`src/rtl/cp0_pkg.sv`:
```
// Shared CP0 definitions: register indices, SR/Cause field positions, exception codes, vectors.
package cp0_pkg;

    localparam logic [4:0] IDX_BADVADDR = 5'd8;
    localparam logic [4:0] IDX_SR       = 5'd12;
    localparam logic [4:0] IDX_CAUSE    = 5'd13;
    localparam logic [4:0] IDX_EPC      = 5'd14;
    localparam logic [4:0] IDX_PRID     = 5'd15;

    localparam int SR_IE_BIT     = 0;
    localparam int SR_EXL_BIT    = 1;
    localparam int SR_IM_LO      = 10;
    localparam int SR_IM_HI      = 15;
    localparam int CAUSE_EXC_LO  = 2;
    localparam int CAUSE_EXC_HI  = 6;
    localparam int CAUSE_IP_LO   = 10;
    localparam int CAUSE_IP_HI   = 15;
    localparam int CAUSE_BD_BIT  = 31;

    typedef enum logic [4:0] {
        EXC_INT  = 5'd0,
        EXC_ADEL = 5'd4,
        EXC_ADES = 5'd5,
        EXC_RI   = 5'd10,
        EXC_OV   = 5'd12
    } exc_code_e;

    localparam logic [31:0] HANDLER_VECTOR = 32'h0000_4180;
    localparam logic [31:0] PRID_VALUE     = 32'h0000_2021;

    function automatic logic [31:0] word_align(input logic [31:0] addr);
        return {addr[31:2], 2'b00};
    endfunction

endpackage

```
`src/rtl/cp0_ctrl.sv`:
```
// CP0 exception/interrupt controller: SR, Cause, EPC, PRId and exception entry/return.
// Optional BadVAddr register (index 8) is built when CP0_BADVADDR_EN is defined.
module cp0_ctrl
    import cp0_pkg::*;
(
    input  logic        clk,
    input  logic        reset,
    input  logic [4:0]  A,
    input  logic [31:0] din,
    input  logic        we,
    input  logic [31:0] pc_M,
    input  logic [4:0]  excCode_M,
    input  logic        bd_M,
    input  logic [5:0]  HWInt,
    input  logic        EXLClr,
`ifdef CP0_BADVADDR_EN
    input  logic [31:0] vaddr_M,
`endif
    output logic        req,
    output logic [31:0] EPC,
    output logic [31:0] dout
);

    logic [5:0]  sr_im_q, sr_im_d;
    logic        sr_exl_q, sr_exl_d;
    logic        sr_ie_q, sr_ie_d;
    logic        cause_bd_q, cause_bd_d;
    logic [5:0]  cause_ip_q, cause_ip_d;
    logic [4:0]  cause_exc_q, cause_exc_d;
    logic [31:0] epc_q, epc_d;
`ifdef CP0_BADVADDR_EN
    logic [31:0] badvaddr_q, badvaddr_d;
`endif

    logic int_req;
    logic exc_req;

    assign int_req = (|(HWInt & sr_im_q)) & sr_ie_q & ~sr_exl_q;
    assign exc_req = (excCode_M != 5'd0) & ~sr_exl_q;
    assign req     = int_req | exc_req;
    assign EPC     = epc_q;

    always_comb begin
        sr_im_d     = sr_im_q;
        sr_exl_d    = sr_exl_q;
        sr_ie_d     = sr_ie_q;
        cause_bd_d  = cause_bd_q;
        cause_exc_d = cause_exc_q;
        cause_ip_d  = HWInt;
        epc_d       = epc_q;
`ifdef CP0_BADVADDR_EN
        badvaddr_d  = badvaddr_q;
`endif
        if (req) begin
            // Exception entry: a coinciding mtc0 or eret is dropped.
            sr_exl_d    = 1'b1;
            cause_exc_d = int_req ? EXC_INT : excCode_M;
            cause_bd_d  = bd_M;
            epc_d       = word_align(bd_M ? (pc_M - 32'd4) : pc_M);
`ifdef CP0_BADVADDR_EN
            if (!int_req && (excCode_M == EXC_ADEL || excCode_M == EXC_ADES)) begin
                badvaddr_d = vaddr_M;
            end
`endif
        end else begin
            if (we) begin
                case (A)
                    IDX_SR: begin
                        sr_im_d  = din[SR_IM_HI:SR_IM_LO];
                        sr_exl_d = din[SR_EXL_BIT];
                        sr_ie_d  = din[SR_IE_BIT];
                    end
                    IDX_EPC: epc_d = word_align(din);
                    default: ;
                endcase
            end
            if (EXLClr) begin
                sr_exl_d = 1'b0;
            end
        end
    end

    always_ff @(posedge clk) begin
        if (reset) begin
            sr_im_q     <= '0;
            sr_exl_q    <= 1'b0;
            sr_ie_q     <= 1'b0;
            cause_bd_q  <= 1'b0;
            cause_ip_q  <= '0;
            cause_exc_q <= '0;
            epc_q       <= '0;
`ifdef CP0_BADVADDR_EN
            badvaddr_q  <= '0;
`endif
        end else begin
            sr_im_q     <= sr_im_d;
            sr_exl_q    <= sr_exl_d;
            sr_ie_q     <= sr_ie_d;
            cause_bd_q  <= cause_bd_d;
            cause_ip_q  <= cause_ip_d;
            cause_exc_q <= cause_exc_d;
            epc_q       <= epc_d;
`ifdef CP0_BADVADDR_EN
            badvaddr_q  <= badvaddr_d;
`endif
        end
    end

    always_comb begin
        dout = '0;
        case (A)
            IDX_SR:    dout = {16'b0, sr_im_q, 8'b0, sr_exl_q, sr_ie_q};
            IDX_CAUSE: dout = {cause_bd_q, 15'b0, cause_ip_q, 3'b0, cause_exc_q, 2'b0};
            IDX_EPC:   dout = epc_q;
            IDX_PRID:  dout = PRID_VALUE;
`ifdef CP0_BADVADDR_EN
            IDX_BADVADDR: dout = badvaddr_q;
`endif
            default:   dout = '0;
        endcase
    end

endmodule

```
`config.mk`:
```
export PLATFORM = sky130hd
export DESIGN_NAME = cp0_ctrl
export DESIGN_NICKNAME = d
export VERILOG_FILES = /design/src/rtl/cp0_pkg.sv /design/src/rtl/cp0_ctrl.sv
export SDC_FILE = /design/constraint.sdc
export NUM_CORES = 1
export LEC_CHECK = 0
export ABC_AREA = 1
export CAP_MARGIN = 40
export CORE_MARGIN = 8
export CORE_UTILIZATION = 30
export DETAILED_ROUTE_END_ITERATION = 10
export GPL_TIMING_DRIVEN = 0
export PLACE_DENSITY = 0.59
export SETUP_SLACK_MARGIN = 0.4
export SLEW_MARGIN = 10
export SYNTH_ARGS = -nofsm -noshare
export SYNTH_HDL_FRONTEND = slang
export SYNTH_SLANG_ARGS = --single-unit
```
`constraint.sdc`:
```
create_clock -name clk -period 1.7 [get_ports clk]
set_input_delay 0.255 -clock clk [delete_from_list [all_inputs] [get_ports clk]]
set_output_delay 0.255 -clock clk [all_outputs]
set_load 0.05 [all_outputs]
```
==> results.toml <==
[setup_path]
max_stage_delay_ps = 320
crit_type = "reg -> out"
cp_slowest_cell = "dfxtp_2"
crit_buf_inv = 2
arrival_ps = 1420
critPathMaxFanout = 3
crit_chain = "nand2_1, nand2_1, nor2_2, nand2_2, nand3_4, nand2_4, buf_8, buf_8"
regToRegSetupSlack_ps = 120
cp_top_family = "simple AND/OR/NAND/NOR gates"
required_ps = 1440
end_kind = "output port"
cp-start-kind = "flip-flop"

[final_layout]
areaGrowthSynthToFinish_pct = 85.53
fillCellCount = 1094
utilization_pct = 57.19
drive_gt1_share_pct = 36.00
final_cell_mix = "nand2_1, inv_1, nor2_1, clkdlybuf4s50_1, buf_6"
final_cells = 919
nets = 861
final_common_cell = "nand2_1"

[global_routing]
groute.layer.met3.usage_pct = 4.043
grt_pass1_vias = 4456
grt_first_pass_wirelength_um = 23890
grt_max_degree = 15
grt_usage_pct = 19.11
grtUsageMet2_pct = 34.57
antenna_found_initial = 0
gr-max-usage-layer = "met2"
grt_overflow_total = 0
use_met1_pct = 22.12

[pwr]
power_density_mw_per_mm2 = 564.6
vdd_drop_max_v = 0.0004015
p_leak_uw = 0.002905

[place]
port_buffers = 144
dp.cells = 870
gp_congestion = 0.8886
place_hpwl_um = 11640

[clock_tree]
cts_buffers = 5
cts.sinks = 50
clk_transition_reported_paths_ps = 70
clock_latency_ps = 290
cts_root_buf = "clkbuf_16"
htree_levels = 2
cts_buffer_depth = 2
cts_tree = "yes"

[synth]
yosys_warnings = 0
yosysTopAreaCell = "dfxtp_1"
synth_top_area_share_pct = 28.44
ys_seq_area_share_pct = 28.44
ys_seq_elements = 50
synth.avg_cell_area_sq_um = 6.047
ys_types = 35
syn_inst = 582
synth.area.top_cells = "dfxtp_1, nand2_1, nor2_1"
netlist_area_sq_mm = 0.003520

[sta]
fmax_ghz = 0.5980
clock_skew_ps = 5.407
slew_headroom_pct = 53.51
tightest_slew_ps = 697.4
fin_crit_ps = 1672
fin_crit_sh_pct = 98.36
hold_viol_final = 0
rsz0062_at_grt = "true"
finalSetupViolations = 0
finalMaxSlewViolations = 0

[routing]
wirelength_um = 15880
wl_per_cell_um = 17.28
num_vias = 4445
firstDrtPassIters = 5
drtIter0Drc = 206
via_per_inst = 4.837
drtAntennaViolNets = 0
route.detailed.drc = 0

[floorplan]
die_h_um = 124.3
rows = 39
ios = 150
initial_core_util_pct = 30.82
dieArea_sq_mm = 0.01545
fp.dieW_um = 124.3
coreArea_sq_mm = 0.01142

[flow_run]
drv_cap = 0

[status]
status = "completed"

[hold_path]
hold_class = "in -> reg"
[layer usage]
layer  routed length, um  vias to the layer above
li1                    -                     2207
met1                6735                     2062
met2                7856                      152
met3                 993                       24
met4                 298                        0
met5                   0                        -
[synthesized netlist by cell type, drive strengths merged]
cell,number
a21oi,34
o2111ai,1
xor2,12
conb,1
nand4,7
inv,80
nand3,24
a211oi,9
clkbuf,6
o21ai,33
xnor2,3
o21bai,5
nor3,4
nand2,187
nor2,98
ha,1
a32o,1
buf,17
dfxtp,50
or2,2
a22o,2
o211ai,5
[where the power goes]
group / total, uW / internal, uW / switching (uW)
logic: 1360 / 529 / 831
clock network: 992 / 539 / 453
registers: 1330 / 1270 / 67.1
total: 3690 / 2340 / 1350
[metrics by stage]
stage	power, uW	worst slack [ps]	area (sq um)	setup TNS [ps]	hold slack, ps
global route	3840	-13.34	6528	-13.34	315.5
CTS	3608	85.14	6123	0	326.4
finish	3687	27.82	6530	0	302.4
detailed placement	2548	-1079	5305	-43980	460.4
floorplan	2028	-46.87	3685	-117.8	362.0
global placement	2541	-1052	5305	-43200	458.3
[cell families (layout without fill, tap and decap cells)]
kind of cell / after synthesis / in the layout / synth area share, %
simple gates: 322 / 322 / 38.86
buf+inv: 103 / 295 / 12.62
compound gates: 90 / 90 / 15.89
flops: 50 / 50 / 28.44
xor+xnor: 15 / 15 / 3.733
fa+ha+maj: 1 / 1 / 0.3554
other cells: 1 / 3 / 0.1065
[what timing repair did]
action,in CTS,in global routing
cloned,5,2
hold buffers,0,0
endpoints found under the setup margin,107,85
endpoints found under the hold margin,0,0
pin swaps,37,26
resized for setup,495,108
buffers inserted,22,12
[worst min-delay path: cells and delay by family]
family | cells | cell delay [ps]
buffers and inverters | 1 | 130
AO/OA/AOI/OAI | 1 | 80
AND/OR/NAND/NOR | 1 | 80
[final timing paths]
path / cells past startpoint / endpoint / from
hold reg to reg: 2 / EPC[22]$_SDFFE_PP0P_ / EPC[22]$_SDFFE_PP0P_
setup / recovery: 8 / req / sr_im_q[1]$_SDFFE_PP0P_
setup reg to reg: 11 / EPC[29]$_SDFFE_PP0P_ / sr_im_q[1]$_SDFFE_PP0P_
hold / removal: 3 / cause_exc_q[4]$_SDFFE_PP0P_ / excCode_M[4]
[flip-flops by register name (all words and copies together), names as in the netlist]
signal       count
sr_ie_q          1
cause_bd_q       1
cause_ip_q       6
cause_exc_q      5
sr_im_q          6
EPC             30
sr_exl_q         1
[cell type report]
class                      instances  area (sq um)  area share [%]
clock inverter                     1         7.507          0.1150
tap                              143         178.9           2.740
timing repair buffer             185          1979           30.31
multi-input combinational        430          2609           39.95
sequential                        50          1023           15.67
buffer                            23         247.7           3.794
inverter                          80         352.8           5.403
antenna                            1         2.502         0.03832
clock buffer                       6         128.9           1.974
Note: power is estimated with default switching activity, not from simulation.
